--- src/rtl/alu_md_pkg.sv ---
// Shared op encodings, FSM states and operand-signedness helpers for alu_md.
package alu_md_pkg;

  typedef enum logic [2:0] {
    OpMul    = 3'b000,
    OpMulh   = 3'b001,
    OpMulhsu = 3'b010,
    OpMulhu  = 3'b011,
    OpDiv    = 3'b100,
    OpDivu   = 3'b101,
    OpRem    = 3'b110,
    OpRemu   = 3'b111
  } op_e;

  typedef enum logic [1:0] {
    StIdle = 2'd0,
    StCalc = 2'd1,
    StFix  = 2'd2,
    StDone = 2'd3
  } state_e;

  function automatic logic op_is_div(input logic [2:0] op);
    return op[2];
  endfunction

  function automatic logic op_is_rem(input logic [2:0] op);
    return op[2] & op[1];
  endfunction

  function automatic logic op_rs1_signed(input logic [2:0] op);
    return (op == OpMulh) || (op == OpMulhsu) || (op == OpDiv) || (op == OpRem);
  endfunction

  function automatic logic op_rs2_signed(input logic [2:0] op);
    return (op == OpMulh) || (op == OpDiv) || (op == OpRem);
  endfunction

endpackage

--- src/rtl/alu_md_div.sv ---
// Restoring divider on unsigned magnitudes: one quotient bit per step.
module alu_md_div #(
  parameter int unsigned XLEN = 32
) (
  input  logic            clk_i,
  input  logic            rst_ni,
  input  logic            start_i,
  input  logic            step_i,
  input  logic [XLEN-1:0] dividend_i,
  input  logic [XLEN-1:0] divisor_i,
  output logic [XLEN-1:0] quot_o,
  output logic [XLEN-1:0] rem_o
);

  logic [XLEN-1:0] quot_q, quot_d, rem_q, rem_d, dsor_q, dsor_d;
  logic [XLEN:0]   rem_shift, diff;

  always_comb begin
    quot_d    = quot_q;
    rem_d     = rem_q;
    dsor_d    = dsor_q;
    // quot_q doubles as the dividend shift register; its MSB feeds the partial remainder
    rem_shift = {rem_q, quot_q[XLEN-1]};
    diff      = rem_shift - {1'b0, dsor_q};
    if (start_i) begin
      quot_d = dividend_i;
      rem_d  = '0;
      dsor_d = divisor_i;
    end else if (step_i) begin
      if (!diff[XLEN]) begin
        rem_d  = diff[XLEN-1:0];
        quot_d = {quot_q[XLEN-2:0], 1'b1};
      end else begin
        rem_d  = rem_shift[XLEN-1:0];
        quot_d = {quot_q[XLEN-2:0], 1'b0};
      end
    end
  end

  always_ff @(posedge clk_i) begin
    if (!rst_ni) begin
      quot_q <= '0;
      rem_q  <= '0;
      dsor_q <= '0;
    end else begin
      quot_q <= quot_d;
      rem_q  <= rem_d;
      dsor_q <= dsor_d;
    end
  end

  assign quot_o = quot_q;
  assign rem_o  = rem_q;

endmodule

--- src/rtl/alu_md.sv ---
// Iterative RV32M multiply/divide unit. Define ALU_MD_FAST_MUL_EN for single-cycle multiply.
module alu_md
  import alu_md_pkg::*;
#(
  parameter int unsigned XLEN = 32
) (
  input  logic            clk,
  input  logic            rst_n,
  input  logic            kill,
  input  logic            in_valid,
  output logic            in_ready,
  input  logic [2:0]      op,
  input  logic [XLEN-1:0] rs1,
  input  logic [XLEN-1:0] rs2,
  output logic            out_valid,
  input  logic            out_ready,
  output logic [XLEN-1:0] result
);

  localparam int unsigned CntW = $clog2(XLEN);

  state_e            state_q, state_d;
  op_e               op_q, op_d;
  logic              neg_q, neg_d;
  logic [CntW-1:0]   cnt_q, cnt_d;
  logic [XLEN-1:0]   mcand_q, mcand_d;
  logic [2*XLEN-1:0] prod_q, prod_d;
  logic [XLEN-1:0]   result_q, result_d;

  logic              a_neg, b_neg, div_start, div_step;
  logic [XLEN-1:0]   a_mag, b_mag, div_quot, div_rem, quot_fix, rem_fix, fix_res;
  logic [XLEN:0]     mul_sum;
  logic [2*XLEN-1:0] prod_fix;

  assign a_neg    = op_rs1_signed(op) & rs1[XLEN-1];
  assign b_neg    = op_rs2_signed(op) & rs2[XLEN-1];
  assign a_mag    = a_neg ? -rs1 : rs1;
  assign b_mag    = b_neg ? -rs2 : rs2;
  assign mul_sum  = {1'b0, prod_q[2*XLEN-1:XLEN]} + (prod_q[0] ? {1'b0, mcand_q} : '0);
  assign prod_fix = neg_q ? -prod_q : prod_q;
  assign quot_fix = neg_q ? -div_quot : div_quot;
  assign rem_fix  = neg_q ? -div_rem : div_rem;

  always_comb begin
    if (op_is_div(op_q)) fix_res = op_is_rem(op_q) ? rem_fix : quot_fix;
    else                 fix_res = (op_q == OpMul) ? prod_fix[XLEN-1:0] : prod_fix[2*XLEN-1:XLEN];
  end

`ifdef ALU_MD_FAST_MUL_EN
  logic [2*XLEN-1:0] fast_prod;
  assign fast_prod = {{XLEN{a_neg}}, rs1} * {{XLEN{b_neg}}, rs2};
`endif

  always_comb begin
    state_d   = state_q;
    op_d      = op_q;
    neg_d     = neg_q;
    cnt_d     = cnt_q;
    mcand_d   = mcand_q;
    prod_d    = prod_q;
    result_d  = result_q;
    div_start = 1'b0;
    div_step  = 1'b0;
    if (kill) begin
      state_d = StIdle;
    end else begin
      case (state_q)
        StCalc: begin
          cnt_d = cnt_q + CntW'(1);
          if (op_is_div(op_q)) div_step = 1'b1;
          else                 prod_d   = {mul_sum, prod_q[XLEN-1:1]};
          if (cnt_q == CntW'(XLEN - 1)) begin
            state_d = StFix;
            cnt_d   = '0;
          end
        end
        StFix: begin
          result_d = fix_res;
          state_d  = StDone;
        end
        StDone: begin
          if (out_ready) state_d = StIdle;
        end
        default: begin
          if (in_valid) begin
            op_d  = op_e'(op);
            cnt_d = '0;
            if (op_is_div(op)) begin
              if (rs2 == '0) begin
                result_d = op_is_rem(op) ? rs1 : '1;
                state_d  = StDone;
              end else if (op_rs1_signed(op) && rs1 == {1'b1, {(XLEN-1){1'b0}}} && rs2 == '1) begin
                result_d = op_is_rem(op) ? '0 : rs1;
                state_d  = StDone;
              end else begin
                div_start = 1'b1;
                neg_d     = op_is_rem(op) ? a_neg : (a_neg ^ b_neg);
                state_d   = StCalc;
              end
            end else begin
`ifdef ALU_MD_FAST_MUL_EN
              result_d = (op == OpMul) ? fast_prod[XLEN-1:0] : fast_prod[2*XLEN-1:XLEN];
              state_d  = StDone;
`else
              mcand_d = a_mag;
              prod_d  = {{XLEN{1'b0}}, b_mag};
              neg_d   = a_neg ^ b_neg;
              state_d = StCalc;
`endif
            end
          end
        end
      endcase
    end
  end

  always_ff @(posedge clk) begin
    if (!rst_n) begin
      state_q  <= StIdle;
      op_q     <= OpMul;
      neg_q    <= 1'b0;
      cnt_q    <= '0;
      mcand_q  <= '0;
      prod_q   <= '0;
      result_q <= '0;
    end else begin
      state_q  <= state_d;
      op_q     <= op_d;
      neg_q    <= neg_d;
      cnt_q    <= cnt_d;
      mcand_q  <= mcand_d;
      prod_q   <= prod_d;
      result_q <= result_d;
    end
  end

  alu_md_div #(
    .XLEN(XLEN)
  ) u_div (
    .clk_i     (clk),
    .rst_ni    (rst_n),
    .start_i   (div_start),
    .step_i    (div_step),
    .dividend_i(a_mag),
    .divisor_i (b_mag),
    .quot_o    (div_quot),
    .rem_o     (div_rem)
  );

  assign in_ready  = (state_q == StIdle);
  assign out_valid = (state_q == StDone);
  assign result    = result_q;

endmodule

--- config.mk ---
export PLATFORM = sky130hd
export DESIGN_NAME = alu_md
export DESIGN_NICKNAME = d
export VERILOG_FILES = /design/src/rtl/alu_md_pkg.sv /design/src/rtl/alu_md_div.sv /design/src/rtl/alu_md.sv
export SDC_FILE = /design/constraint.sdc
export NUM_CORES = 1
export LEC_CHECK = 0
export BUFFER_PORTS_ARGS = -buffer_cell sky130_fd_sc_hd__buf_4
export CAP_MARGIN = 20
export CORE_ASPECT_RATIO = 1.25
export CORE_UTILIZATION = 60
export CTS_CLUSTER_DIAMETER = 80
export DETAILED_ROUTE_END_ITERATION = 10
export PLACE_DENSITY = 0.83
export SLEW_MARGIN = 20
export SYNTH_ARGS = -nofsm -noshare
export SYNTH_HDL_FRONTEND = slang
export SYNTH_SLANG_ARGS = --single-unit
--- constraint.sdc ---
create_clock -name clk -period 7.1 [get_ports clk]
set_clock_uncertainty 0.15 [all_clocks]
set_input_delay 1.42 -clock clk [delete_from_list [all_inputs] [get_ports clk]]
set_output_delay 1.42 -clock clk [all_outputs]
set_load 0.005 [all_outputs]
== Word level (Yosys, flattened, before mapping) ==
Cells that the tools add are included.

* Input port bits: 72
* Logic and storage cells: 120
* Output and inout bits: 34
* Register bits: 235

* Bitwise operators: 11
* Equality and inequality tests: 16
* $add $sub $neg: 8
* Reductions and logical operators: 28
* Multiplexer cells: 47

{| class="wikitable"
|+ Operators with widths
! cell !! number
|-
| two-way mux 32 bit || 17
|-
| two-way mux 64 bit || 4
|-
| negation 32 bit || 4
|-
| case mux 64 bit (2 select lines) || 1
|-
| equality test 32 bit, second input constant || 2
|-
| negation 64 bit || 1
|-
| case mux 32 bit (2 select lines) || 1
|-
| adder 32 x 32 -> 33 bit || 1
|-
| subtractor 33 x 32 -> 33 bit || 1
|-
| zero test 32 bit || 1
|-
| AND reduction 5 bit || 3
|-
| two-way mux 1 bit || 14
|-
| two-way mux 2 bit || 6
|-
| two-way mux 5 bit || 2
|-
| case mux 5 bit (2 select lines) || 1
|-
| AND reduction 3 bit || 3
|-
| inequality test 2 bit, second input constant || 4
|-
| nonzero test 2 bit || 4
|-
| OR reduction 2 bit || 4
|-
| equality test 3 bit, second input constant || 2
|-
| inverter 1 bit || 6
|-
| case mux 2 bit (3 select lines) || 1
|-
| adder 5 x 1 -> 5 bit, second input constant || 1
|-
| equality test 5 bit, second input constant || 1
|-
| 15 further kinds || 25
|}

== Logic depth before layout (Yosys ltp) ==
* Depth after elaboration: 13
* Gate-level depth with buffers: 14
* Depth with buffers taken out: 12

== Modules after synthesis ==
From an unflattened synthesis, not the netlist that was laid out.

* Cell total of the unflattened synthesis: 2,464
* Area total of the unflattened synthesis: 18,913.1 µm²

{| class="wikitable"
|+ By module, submodules not included
! module !! times used !! seq. area each (µm²) !! area each (µm²) !! cells an instance
|-
| alu_md || 1 || 2,782.7 || 12,988.7 || 1,755
|-
| alu_md_div || 1 || 1,921.8 || 5,924.4 || 709
|}

== Worst setup path after synthesis ==
No wires, ideal clock.

* Kind: in2reg
* Start point: input port rs1[12]
* End point: register result_q[28], in the netlist result[28]
* Arrival time: 3.655 ns
* Slack: 3.161 ns
* Stages on the path: 8
* Buffers on the path: 2
* Required time: 6.817 ns
* Path through: or4_1 -> nor4_1 -> and4b_1 -> nor4bb_1 -> nand2b_1 -> clkbuf_1 -> clkbuf_1 -> o22ai_1

* Longest elaborated chain between the ends: 5

{| class="wikitable"
|+ RTL lines
! element !! line !! text
|-
| start: declaration || alu_md.sv:13 || <nowiki>input logic [XLEN-1:0] rs1,</nowiki>
|-
| equality test 32 bit || alu_md.sv:92 || <nowiki>end else if (op_rs1_signed(op) && rs1 == {1'b1, {(XLEN-1){1'b0}}} && rs2 == '1) begin</nowiki>
|-
| logical AND 1 bit (2 in a row) || alu_md.sv:92 ||
|-
| nonzero test 3 bit (no source line) || n/a ||
|-
| AND reduction 5 bit (no source line) || n/a ||
|-
| end signal: assignment || alu_md.sv:133 || <nowiki>result_q <= result_d;</nowiki>
|-
| end: declaration || alu_md.sv:28 || <nowiki>logic [XLEN-1:0] result_q, result_d;</nowiki>
|}

No other way between the ends.
A chain may end at the register's enable or synchronous reset.

== Worst setup path in the final report ==
* Start point: input port rs1[12]
* End point: register u_div.rem_q[30], in the netlist u_div.rem_o[30]

* Longest elaborated chain between the ends: 10

{| class="wikitable"
|+ RTL lines
! element !! line !! text
|-
| equality test 32 bit || alu_md.sv:92 ||
|-
| logical AND 1 bit (2 in a row) || alu_md.sv:92 ||
|-
| two-way mux 1 bit || alu_md.sv:92 ||
|-
| two-way mux 1 bit || alu_md.sv:89 || <nowiki>if (rs2 == '0) begin</nowiki>
|-
| two-way mux 1 bit || alu_md.sv:88 || <nowiki>if (op_is_div(op)) begin</nowiki>
|-
| two-way mux 1 bit || alu_md.sv:85 || <nowiki>if (in_valid) begin</nowiki>
|-
| two-way mux 1 bit || alu_md.sv:67 || <nowiki>case (state_q)</nowiki>
|-
| two-way mux 1 bit || alu_md.sv:64 || <nowiki>if (kill) begin</nowiki>
|-
| OR reduction 2 bit (no source line) || n/a ||
|-
| end signal: assignment || alu_md_div.sv:47 || <nowiki>rem_q <= rem_d;</nowiki>
|-
| end: declaration || alu_md_div.sv:15 || <nowiki>logic [XLEN-1:0] quot_q, quot_d, rem_q, rem_d, dsor_q, dsor_d;</nowiki>
|}

No other way between the ends.

==> qor.txt <==
Status: finished, final reports clean
IO Count: 106
Root buffer cell: clkbuf_16
Worst-path clk slew: 0.06 ns
Post-synth top area cell: dfxtp_1
Via/cell ratio: 6.83
Setup slack, reg-to-reg: 2.61 ns
EDFF count, synth: 0
Post-Syn Nets: 2734
# fillers: 2731
Max Fclk: 206 MHz
Worst Tran Pin Value: 1.11 ns
Critical Path Sink Type: flop
Total setup buffers inserted after CTS: 0
DRT antenna net count: 0
Met2 routed WL: 31100 µm
Tot Pwr: 4.10 mW
WL final: 72900 µm
Worst hold margin: 0.301 ns
# resized after CTS: 0
RSZ-0062 raised after global routing: no
Post-synth top cells: nand2_1 (355), dfxtp_1 (235), o21ai_0 (234)
Min-delay worst type: flop to flop
Capturing point of the worst reg2reg path: result[14]$_SDFFE_PN0P_
Wire length per cell: 24.3 µm
Total GRT Usage: 0.445
Tmin final: 4.86 ns
Fin crit share: 0.685
Reg-to-reg critical path startpoint: prod_q[0]$_SDFFE_PN0P_
Post-DP Area: 0.0196 mm²
Final setup TNS: 0 ns
Area contributors post-synth: dfxtp_1 (25%), nand2_1 (7.1%), o21ai_0 (6.2%)
Worst Hold End: mcand_q[20]$_SDFFE_PN0P_
Uppermost routed layer: met4
Synth Warn #: 0
Sequential fraction of the synthesis area: 0.251
Pwr/cell area: 200 mW/mm²
CTS Hold Bufs: 0
CTS H-Tree Depth: 1
Clk sink count: 235
Syn_area_per_cell: 7.26 µm²
Starting Density: 0.609
Flops & latches, synth: 235
# setup viols final: 0
Die span in x: 160 µm
Wire length on met3: 6700 µm
Total congestion overflow: 0
Final Hold Viols: 0
Initial DRC count: 2551
Vias: 20400
WP data required: 7.42 ns
Leakage: 7.78 nW
Pre-Repair DR Iteration Count: 6
Layout cells sized above 1: 0.0897
Setup CP Type: primary input to flop
Cells on Worst Hold Path: 2
CP max FO: 33
Synth Cell Area: 0.0187 mm²
Critical Path AT: 5.18 ns
Post-route design area: 0.0206 mm²
CTS tree: done
Layout area overhead: 9.63%
Core ar.: 0.0308 mm²
GP Congestion: 1.02
Max clock buf depth: 3
Max Slew Vio Count: 0
R2R cell count: 11
First-pass GRT wire length: 109000 µm
Area share of the largest cell type after synthesis: 0.251
Slew headroom: 0.252
Die Y: 200 µm
Peak supply drop: 0.000183 V
Critical path startpoint category: primary input
Final net count: 2716
Number of global-route vias before repair: 18800
CTS buffer count: 27
Max Cap Viol: 0
PortBufs: 105
Clock latency on the worst-skew pair: 0.57 ns
Hold path startpoint: mcand_q[20]$_SDFFE_PN0P_
Most common cell in the netlist: nand2_1
Distinct cells, synth: 84
M1 WL: 27300 µm
Async SR Flop Fraction: 0
Die ar.: 0.0320 mm²
DPL Wire Length: 54400 µm
Row Count: 72
Synth Instances: 2584
Pin count of the biggest net entering global routing: 84
DRC violations left: 0
Ys flop type: dfxtp_1
Initial antenna violation count: 1
## routing by layer
layer / vias up / global-route usage
met3: 297 / 0.0762
met2: 1194 / 0.676
met4: 0 / 0.433
met5: - / 0
met1: 9575 / 0.529
li1: 9377 / -
## area by class of cell
type | instances | area (µm²) | area share
clock inverters | 16 | 229 | 0.0111
inverters | 86 | 324 | 0.0158
flip-flops and latches | 235 | 4710 | 0.229
diodes | 1 | 2.50 | 0.000122
multi-input cells | 2088 | 13100 | 0.637
clock buffers | 33 | 728 | 0.0354
well taps | 407 | 509 | 0.0248
repair buffers | 128 | 961 | 0.0468
## cell usage in the layout (no fill, tap or decap), drive strengths merged, types with 6 or more instances in the layout
cell	netlist	layout
nand2	355	355
o21ai	236	236
dfxtp	235	235
nor2	198	198
a21oi	189	189
buf	15	128
xnor2	107	107
xor2	89	89
inv	86	89
a211oi	80	80
ha	76	76
nor3	55	55
and3	48	48
nand3	48	48
o31ai	47	47
mux2i	40	40
and2	39	39
or3	35	35
clkbuf	160	33
o41ai	31	31
or4	30	30
nand4	28	28
o211ai	27	27
a31oi	27	27
nand2b	27	27
o21a	24	24
nor4	24	24
a21o	23	23
o22ai	20	20
or2	15	15
a22oi	14	14
a41oi	12	12
o221ai	12	12
o21bai	10	10
nor3b	9	9
a221oi	8	8
nor2b	7	7
o31a	6	6
and4	6	6
clkinv	0	6
## report_power, final
group          switching (mW)  internal [mW]  leakage [nW]
clock                   0.626          0.916         0.467
combinational           0.743          0.382          5.40
sequential             0.0683           1.37          1.91
total                    1.44           2.66          7.78
## how the worst max path moves through the flow
| stage | startpoint | endpoint | cells past startpoint |
|---|---|---|---|
| after floorplan | rs1[12] | result[28]$_SDFFE_PN0P_ | 8 |
| after global placement | rs1[12] | u_div.rem_o[30]$_SDFFE_PP0P_ | 8 |
| after detailed placement | rs1[12] | u_div.rem_o[30]$_SDFFE_PP0P_ | 8 |
| after CTS | rs1[12] | u_div.rem_o[30]$_SDFFE_PP0P_ | 8 |
| after global routing | rs1[12] | u_div.rem_o[30]$_SDFFE_PP0P_ | 8 |
| final | rs1[12] | u_div.rem_o[30]$_SDFFE_PP0P_ | 8 |
## critical path, stage by stage
cell and delay, ns:
buf_4 0.13, or4_1 0.59, nor4_1 0.52, nand4b_1 0.34
o31ai_1 0.76, o21a_1 0.86, nand2_1 0.25, o31ai_1 0.30
## sequential cells by signal, summed over array words and instances (netlist names)
name / flops
mcand_q: 32
op_q: 3
u_div.rem_o: 32
neg_q: 1
prod_q: 64
u_div.quot_o: 32
state_q: 2
cnt_q: 5
u_div.dsor_q: 32
result: 32
## logic make-up (layout without fill, tap and decap cells)
group,count (synthesis),in the layout,share of synthesized area
AO/OA/AOI/OAI,822,822,0.279
XOR/XNOR,196,196,0.0916
adder cells (fa/ha/maj),78,78,0.0529
buffers and inverters,261,263,0.0527
flip-flops,235,235,0.251
multiplexers,49,49,0.0292
other,0,1,0
AND/OR/NAND/NOR,943,943,0.243
## metrics by stage
step                       util  std cells  setup WS, ns
after floorplan               -       2584          3.16
after global placement    0.636       2944          2.00
after detailed placement  0.636       2944          1.82
after CTS                 0.667       2993          2.36
after global routing      0.667       2993          1.95
final                     0.667       2994          2.24
Note: power is estimated with default switching activity, not from simulation.
